`src/rtl/ad7606_emulator.sv`:
```
// ad7606_emulator
// Device-side model of an AD7606 parallel interface for loopback and bring-up
// builds. A CONVST rising edge starts an emulated conversion: BUSY is raised for
// CONV_CYCLES clocks and the eight channels captured at the start are then
// published to the result bank. The controller reads the results back one word
// per RD strobe while CS is low.
//
// Ports
//   sys_clk        system clock
//   rst_n          synchronous active-low reset (clears everything)
//   adc_reset      device RESET pin, active high (does not clear statistics)
//   adc_convst     conversion start pin
//   adc_cs_n       chip select pin, active low
//   adc_rd_n       read strobe pin, active low
//   adc_busy       BUSY, high for exactly CONV_CYCLES clocks per conversion
//   adc_data       parallel data bus, 16'h0000 while deselected
//   adc_data_oe    bus drive enable, follows the synchronized cs_n
//   pattern_en     1 = internal counting pattern, 0 = sample_in
//   sample_in      channel values, V1 = [15:0] ... V8 = [127:112]
//   conv_count     accepted conversions, wraps
//   overrun_count  CONVST edges ignored during BUSY, saturates at 255
//   fsm_state      debug view of the state register (0 idle, 1 conv, 2 ready)
//
// Read protocol: every pin is synchronized with two flops and edges are taken
// on the synchronized copies. With cs_n low, a falling rd_n edge loads
// adc_data from result[ptr] and the following rising rd_n edge advances ptr.
// A rising cs_n edge or the end of a conversion returns ptr to V1.
module ad7606_emulator #(
  parameter int FPGA_CLOCK_FREQ = 100,
  parameter int CONV_TIME_NS    = 4000
) (
  input  logic         sys_clk,
  input  logic         rst_n,
  input  logic         adc_reset,
  input  logic         adc_convst,
  input  logic         adc_cs_n,
  input  logic         adc_rd_n,
  output logic         adc_busy,
  output logic [15:0]  adc_data,
  output logic         adc_data_oe,
  input  logic         pattern_en,
  input  logic [127:0] sample_in,
  output logic [15:0]  conv_count,
  output logic [7:0]   overrun_count,
  output logic [1:0]   fsm_state
);

  localparam int CONV_RAW    = CONV_TIME_NS * FPGA_CLOCK_FREQ / 1000;
  localparam int CONV_CYCLES = (CONV_RAW < 1) ? 1 : CONV_RAW;
  localparam int CNT_W       = $clog2(CONV_CYCLES + 1);

  // Bit 0 of the encoding is BUSY itself, so adc_busy comes straight off a flop.
  typedef enum logic [1:0] {
    ST_IDLE  = 2'b00,
    ST_CONV  = 2'b01,
    ST_READY = 2'b10
  } state_t;

  state_t state_q, state_d;

  // [0] first sync flop, [1] synchronized copy, [2] previous synchronized value
  logic [2:0] convst_sr, cs_sr, rd_sr;
  logic [1:0] reset_sr;

  logic convst_rise, cs_rise, rd_rise, rd_fall, dev_reset;
  logic accept, overrun_ev, eoc;

  logic [CNT_W-1:0] cnt_q;
  logic [2:0]       ptr;
  logic [11:0]      pat_cnt;
  logic [15:0]      cap_bank [8];
  logic [15:0]      res_bank [8];

  // Synchronizers; reset values match the idle level of each pin so no
  // spurious edge is seen when reset releases.
  always_ff @(posedge sys_clk) begin
    if (!rst_n) begin
      convst_sr <= 3'b000;
      cs_sr     <= 3'b111;
      rd_sr     <= 3'b111;
      reset_sr  <= 2'b00;
    end else begin
      convst_sr <= {convst_sr[1:0], adc_convst};
      cs_sr     <= {cs_sr[1:0], adc_cs_n};
      rd_sr     <= {rd_sr[1:0], adc_rd_n};
      reset_sr  <= {reset_sr[0], adc_reset};
    end
  end

  assign convst_rise = convst_sr[1] & ~convst_sr[2];
  assign cs_rise     = cs_sr[1] & ~cs_sr[2];
  assign rd_rise     = rd_sr[1] & ~rd_sr[2];
  assign rd_fall     = ~rd_sr[1] & rd_sr[2];
  assign dev_reset   = reset_sr[1];

  // State register
  always_ff @(posedge sys_clk) begin
    if (!rst_n || dev_reset) begin
      state_q <= ST_IDLE;
    end else begin
      state_q <= state_d;
    end
  end

  // Next-state logic
  always_comb begin
    state_d = state_q;
    case (state_q)
      ST_IDLE, ST_READY: if (convst_rise) state_d = ST_CONV;
      ST_CONV:           if (cnt_q == CNT_W'(1)) state_d = ST_READY;
      default:           state_d = ST_IDLE;
    endcase
  end

  // Output / event decode
  always_comb begin
    adc_busy   = state_q[0];
    fsm_state  = state_q;
    accept     = (state_q != ST_CONV) && convst_rise && !dev_reset;
    overrun_ev = (state_q == ST_CONV) && convst_rise && !dev_reset;
    eoc        = (state_q == ST_CONV) && (cnt_q == CNT_W'(1));
  end

  // Datapath: banks, counters, read pointer and data bus
  always_ff @(posedge sys_clk) begin
    if (!rst_n) begin
      cnt_q         <= '0;
      ptr           <= 3'd0;
      pat_cnt       <= 12'd0;
      conv_count    <= 16'd0;
      overrun_count <= 8'd0;
      adc_data      <= 16'h0000;
      adc_data_oe   <= 1'b0;
      for (int i = 0; i < 8; i++) begin
        cap_bank[i] <= 16'h0000;
        res_bank[i] <= 16'h0000;
      end
    end else begin
      adc_data_oe <= ~cs_sr[1];
      if (dev_reset) begin
        // Device reset aborts any conversion; statistics survive it.
        cnt_q    <= '0;
        ptr      <= 3'd0;
        adc_data <= 16'h0000;
        for (int i = 0; i < 8; i++) begin
          cap_bank[i] <= 16'h0000;
          res_bank[i] <= 16'h0000;
        end
      end else begin
        if (accept) begin
          for (int i = 0; i < 8; i++) begin
            cap_bank[i] <= pattern_en ? {pat_cnt, 4'(i + 1)} : sample_in[16*i +: 16];
          end
          cnt_q      <= CNT_W'(CONV_CYCLES);
          conv_count <= conv_count + 16'd1;
          pat_cnt    <= pat_cnt + 12'd1;
        end else if (state_q == ST_CONV && cnt_q != '0) begin
          cnt_q <= cnt_q - CNT_W'(1);
        end

        if (overrun_ev && overrun_count != 8'hFF) begin
          overrun_count <= overrun_count + 8'd1;
        end

        // End of conversion outranks both pointer updates from the bus.
        if (eoc) begin
          for (int i = 0; i < 8; i++) begin
            res_bank[i] <= cap_bank[i];
          end
          ptr <= 3'd0;
        end else if (cs_rise) begin
          ptr <= 3'd0;
        end else if (rd_rise && !cs_sr[1]) begin
          ptr <= ptr + 3'd1;
        end

        if (cs_sr[1]) begin
          adc_data <= 16'h0000;
        end else if (rd_fall) begin
          adc_data <= (state_q == ST_IDLE) ? 16'h0000 : res_bank[ptr];
        end
      end
    end
  end

endmodule

```
`config.mk`:
```
export PLATFORM = sky130hd
export DESIGN_NAME = ad7606_emulator
export DESIGN_NICKNAME = d
export VERILOG_FILES = /design/src/rtl/ad7606_emulator.sv
export SDC_FILE = /design/constraint.sdc
export NUM_CORES = 1
export LEC_CHECK = 0
export ABC_AREA = 1
export BUFFER_PORTS_ARGS = -buffer_cell sky130_fd_sc_hd__buf_2
export CORE_ASPECT_RATIO = 0.5
export CORE_MARGIN = 1
export CORE_UTILIZATION = 60
export DETAILED_ROUTE_END_ITERATION = 8
export PLACE_DENSITY = 0.8
export REMOVE_ABC_BUFFERS = 1
export SLEW_MARGIN = 20
export SYNTH_ARGS = -nofsm -noshare
export SYNTH_HDL_FRONTEND = slang
export SYNTH_SLANG_ARGS = --single-unit
```
`constraint.sdc`:
```
create_clock -name sys_clk -period 5 [get_ports sys_clk]
set_clock_uncertainty 0.2 [all_clocks]
set_input_delay 0.5 -clock sys_clk [delete_from_list [all_inputs] [get_ports sys_clk]]
set_output_delay 0.5 -clock sys_clk [all_outputs]
set_load 0.02 [all_outputs]
```
Yosys cells after proc, flatten, opt, wreduce, memory -nomap -nowiden:

Memories as Yosys holds them, arrays and structs flattened. A register that Yosys moved wholly into a read port is not among the register bits.
Cells that the tools add are included.

* register bits after elaboration: 78
* RAM bits: 256
* bits of input ports: 135
* output and inout bits: 44
* logic and storage cells: 153
* memories kept: 2

* add/subtract/negate cells: 5
* equality and inequality tests: 7
* multiplexer cells: 60
* bitwise gates (word level): 43
* reductions and logical operators: 23

Memory list
* cap_bank: words 8, width 16, rd ports 8, clocked after Yosys merged registers in 0, write ports 8, RTL line 71 `logic [15:0] cap_bank [8];`
* res_bank: words 8, width 16, rd ports 1, clocked after Yosys merged registers in 1, write ports 8, RTL line 72 `logic [15:0] res_bank [8];`

Operators with widths (number)
* two-way mux 16 bit: 41
* OR 1 bit: 32
* two-way mux 9 bit: 2
* adder 16 x 1 -> 16 bit, second input constant: 1
* adder 12 x 1 -> 12 bit, second input constant: 1
* two-way mux 1 bit: 12
* equality test 9 x 1 -> 1 bit, second input constant: 1
* nonzero test 9 bit: 1
* subtractor 9 x 1 -> 9 bit, second input constant: 1
* adder 8 x 1 -> 8 bit, second input constant: 1
* logical AND 1 bit: 8
* inequality test 8 bit, second input constant: 1
* NOT 1 bit: 7
* two-way mux 3 bit: 2
* AND reduction 2 bit: 3
* OR reduction 3 bit: 2
* AND 1 bit: 4
* two-way mux 2 bit: 2
* inequality test 2 bit, second input constant: 2
* case mux 2 bit (2 select lines): 1
* OR reduction 2 bit: 2
* OR reduction 4 bit: 1
* adder 3 x 1 -> 3 bit, second input constant: 1
* zero test 1 bit: 3
* 6 further kinds: 6

Logic depth before layout (Yosys ltp):

* word-level depth: 9
* depth in mapped cells: 11
* depth with buffers taken out: 11

Worst setup path after synthesis:

No wires, ideal clock.

* path type: flip-flop to flip-flop
* from: reg state_q[1], in the netlist fsm_state[1]
* to: mem cap_bank[1][0], in the netlist cap_bank[0][16] (enable)
* library setup time: 0.406 ns
* data arrival time: 2.256 ns
* required time: 4.394 ns
* path slack: 2.137 ns
* stages on the path, launching flop included: 8
* path buffers: 1
* clock period less this slack: 2.863 ns
* cells stage by stage: dfxtp_1 -> inv_2 -> nand2_2 -> inv_2 -> nor2_2 -> nand2_4 -> clkbuf_1 -> nand2_1

RTL lines
* start, declared: RTL line 59 `state_t state_q, state_d;`
* start signal, assigned: RTL line 101 `state_q <= state_d;`
* end, declared: RTL line 71

==> out/metrics.yaml <==
outcome: "finished, final reports clean"
clock_power_share: 0.415
finalMaxSlewViolations: 0
design.final.nets: 1966
global_route.usage.total: 0.279
coreArea_um2: 24100
grt_pass1_wl_um: 54700
syn_avg_cell_area_um2: 8.95
route.vias.total: 11600
maxSlewHeadroom: 0.328
cts_buf_count: 29
worst-path-max-fanout: 60
crit_required_ns: 5.09
detailed_route_wl_um: 34800
unrepaired_setup_endpoints_after_global_routing: "no"
intPower_mw: 4.56
critPathLaunchType: "flop"
worstPathCellList: "inv_1, ha_1, nand3_2, nor2_2, nand2_2, nor2_4, inv_4, buf_4, nor2_1"
part_of_the_power_in_registers: 0.535
global_route.overflow_total: 0
tritoncts: "yes"
cts_buffer_depth: 3
place_worst_setup_slack_ns: 1.85
drt_drc_violations_left: 0
post_drt_wl_per_cell_um: 16.0
leakagePower_nw: 7.40
drtIter0Drc: 923
synth_top_cell_area_share: 0.454
cts_resizes: 0
postSynthRegisterBits: 337
share_of_cells_above_drive_strength_1: 0.178
r2r_depth: 9
netlist.top_cell.by_area: "sky130_fd_sc_hd__edfxtp_1"
timing.critical_path.to_type: "flop"
detailed_place_hpwl_um: 21700
placement_rows: 40
slowest_stage: "sky130_fd_sc_hd__inv_4"
ys_seq_area_frac: 0.607
firstDrtPassIters: 5
min_period_over_period: 0.623
die-area_um2: 25400
clkSinkCount: 337
worstSkewPairLatency_ns: 0.56
post-route-worst-setup-slack_ns: 1.88
worst_path_largest_cell_delay_ns: 0.65
total_switching_power_mw: 1.23
critPathArrivalTime_ns: 3.21
max_freq_mhz: 321
type_of_the_worst_min_delay_path: "input port to flop"
antenna_found_initial: 0
timing.hold.worst_path_depth: 3
drv.max_cap_violation_count: 0
finish.cell_count_without_fillers: 2182
switching_share: 0.212
totalNegativeSetupSlack_ns: 0
postLayoutCellArea_um2: 17000
yosysUniqueCellTypes: 34
timing_worst_slew_pin_value_ns: 1.01
h_tree_depth: 1
period_needed_ns: 3.12
placedInstanceArea_um2: 15800
first_global_vias: 11000
layout-area-overhead-vs-synth_pct: 14.9
post_drt_via_cell_ratio: 5.31
port-buffer-count: 178
grt_max_degree: 93
ios: 179
post_synth_main_area_contributors: "sky130_fd_sc_hd__edfxtp_1, sky130_fd_sc_hd__dfxtp_1, sky130_fd_sc_hd__nand2_1"
fill_cell_total_of_the_finished_layout: 1797
clockRootBuffer: "sky130_fd_sc_hd__clkbuf_16"
critical_path_class: "flop to flop"
report.final.setup_viol: 0
gp_routability_congestion: 0.903
start_util: 0.614
place_inst: 2111
die_x_extent_um: 224
power_density_nw_per_um2: 340
worst_ir_drop_vdd_mv: 0.241
synth_cells: 1655
antenna_violating_nets_post_route: 0
syn-cell-area_um2: 14800
die_h_um: 113
number_of_antenna_cells_inserted: 0
power_frac_comb: 0.050
hold_viol: 0
cts.clk_slew.worst_paths_ns: 0.07
ys_warnings: 0
==> synth_stat cells (all sizes together) <==
| cell type | instances |
|---|---|
| nor3b | 1 |
| o21ai | 69 |
| xnor2 | 2 |
| a211oi | 1 |
| nor2 | 313 |
| nand4 | 13 |
| ha | 7 |
| xor2 | 8 |
| buf | 36 |
| clkbuf | 38 |
| inv | 196 |
| nand3b | 1 |
| a31oi | 6 |
| nand3 | 100 |
| o41ai | 1 |
| edfxtp | 224 |
| clkinv | 1 |
| nand2 | 433 |
| a21oi | 73 |
| dfxtp | 113 |
| or2 | 4 |
| nor3 | 12 |
| o211ai | 1 |
| a22o | 2 |
==> flip-flops by register name, summed over array words and instances (netlist names), 3 cells and up, named ones only <==
signal / count
adc_data: 16
cap_bank: 128
cnt_q: 9
conv_count: 16
convst_sr: 3
cs_sr: 3
overrun_count: 8
pat_cnt: 12
ptr: 3
rd_sr: 3
res_bank: 128
==> metal layers <==
metal,track usage,part of all wire,vias to the layer above,wire length [µm]
met5,0,0,-,0
met4,0.0912,0.031,0,1070
met3,0.0439,0.082,77,2870
met2,0.475,0.48,424,16700
met1,0.369,0.41,5474,14200
li1,-,-,5616,-
==> power groups by stage <==
stage / registers [mW] / logic, mW / clock network, mW
3_3_place_gp: 3.16 / 0.270 / 0
3_5_place_dp: 3.16 / 0.277 / 0
4_1_cts: 3.10 / 0.289 / 2.43
6_report: 3.10 / 0.290 / 2.41
5_1_grt: 3.11 / 0.319 / 2.54
2_1_floorplan: 3.15 / 0.141 / 0
==> final timing paths <==
| kind | from | to | slack (ns) |
|---|---|---|---|
| max reg2reg | cnt_q[1]$_SDFFE_PP0P_ | res_bank[1][14]$_SDFFCE_PN0P_ | 1.88 |
| min | sample_in[118] | cap_bank[0][118]$_SDFFCE_PP0P_ | 0.006 |
| max | cnt_q[1]$_SDFFE_PP0P_ | res_bank[1][14]$_SDFFCE_PN0P_ | 1.88 |
| min reg2reg | rd_sr[0]$_SDFF_PN1_ | rd_sr[1]$_SDFF_PN1_ | 0.21 |
==> cells by family (layout without fill, tap and decap cells) <==
| group | Yosys count | after routing | share of synthesized area |
|---|---|---|---|
| fa+ha+maj | 7 | 7 | 0.00591 |
| buf+inv | 271 | 462 | 0.0789 |
| flops | 337 | 337 | 0.607 |
| compound gates | 153 | 153 | 0.0533 |
| simple gates | 877 | 877 | 0.249 |
| xor+xnor | 10 | 10 | 0.00591 |
==> layout make-up <==
type | instances | area (µm²) | share of cell area
multi-input cells | 1047 | 4680 | 0.275
clock buffers | 36 | 772 | 0.0453
clock inverters | 17 | 236 | 0.0139
flip-flops and latches | 337 | 8990 | 0.528
well taps | 336 | 420 | 0.0247
inverters | 197 | 742 | 0.0436
repair buffers | 212 | 1190 | 0.0699
==> layout by cell type, fill, tap and decap left out, types with 4 or more instances in the layout <==
cell type,n
sky130_fd_sc_hd__dlygate4sd3_1,18
sky130_fd_sc_hd__inv_1,190
sky130_fd_sc_hd__nand3_1,99
sky130_fd_sc_hd__inv_2,5
sky130_fd_sc_hd__buf_4,16
sky130_fd_sc_hd__nand2_2,5
sky130_fd_sc_hd__clkbuf_16,29
sky130_fd_sc_hd__dfxtp_1,111
sky130_fd_sc_hd__clkinv_2,5
sky130_fd_sc_hd__clkinv_1,5
sky130_fd_sc_hd__edfxtp_1,224
sky130_fd_sc_hd__xor2_1,8
sky130_fd_sc_hd__nand2_1,426
sky130_fd_sc_hd__o21ai_0,68
sky130_fd_sc_hd__nor3_1,12
sky130_fd_sc_hd__nand4_1,13
sky130_fd_sc_hd__clkbuf_1,5
sky130_fd_sc_hd__nor2_1,244
sky130_fd_sc_hd__buf_2,178
sky130_fd_sc_hd__ha_1,7
sky130_fd_sc_hd__nor2_4,4
sky130_fd_sc_hd__a21oi_1,72
sky130_fd_sc_hd__nor2_2,65
sky130_fd_sc_hd__or2_2,4
sky130_fd_sc_hd__a31oi_1,6
sky130_fd_sc_hd__bufinv_16,6
==> timing repair <==
action / CTS / global route
endpoints found under the hold margin: 17 / 1
setup buffers: 0 / 0
hold buffers: 17 / 1
==> critical path, delay by kind of cell, from the launching register on <==
family / cells / cell delay (ns)
adder cells (fa/ha/maj): 1 / 0.20
buffers and inverters: 3 / 1.27
AND/OR/NAND/NOR: 5 / 0.82
flip-flops: 1 / 0.34
==> metrics by stage <==
| stage | total power [mW] | hold slack, ns | utilization |
|---|---|---|---|
| after CTS | 5.81 | 0.000163 | 0.705 |
| final | 5.80 | 0.00564 | 0.706 |
| after global routing | 5.96 | 0.00984 | 0.706 |
| after global placement | 3.43 | 0.195 | 0.656 |
| after floorplan | 3.30 | 0.190 | - |
| after detailed placement | 3.44 | 0.200 | 0.657 |
Power figures use the tool's default switching activity.
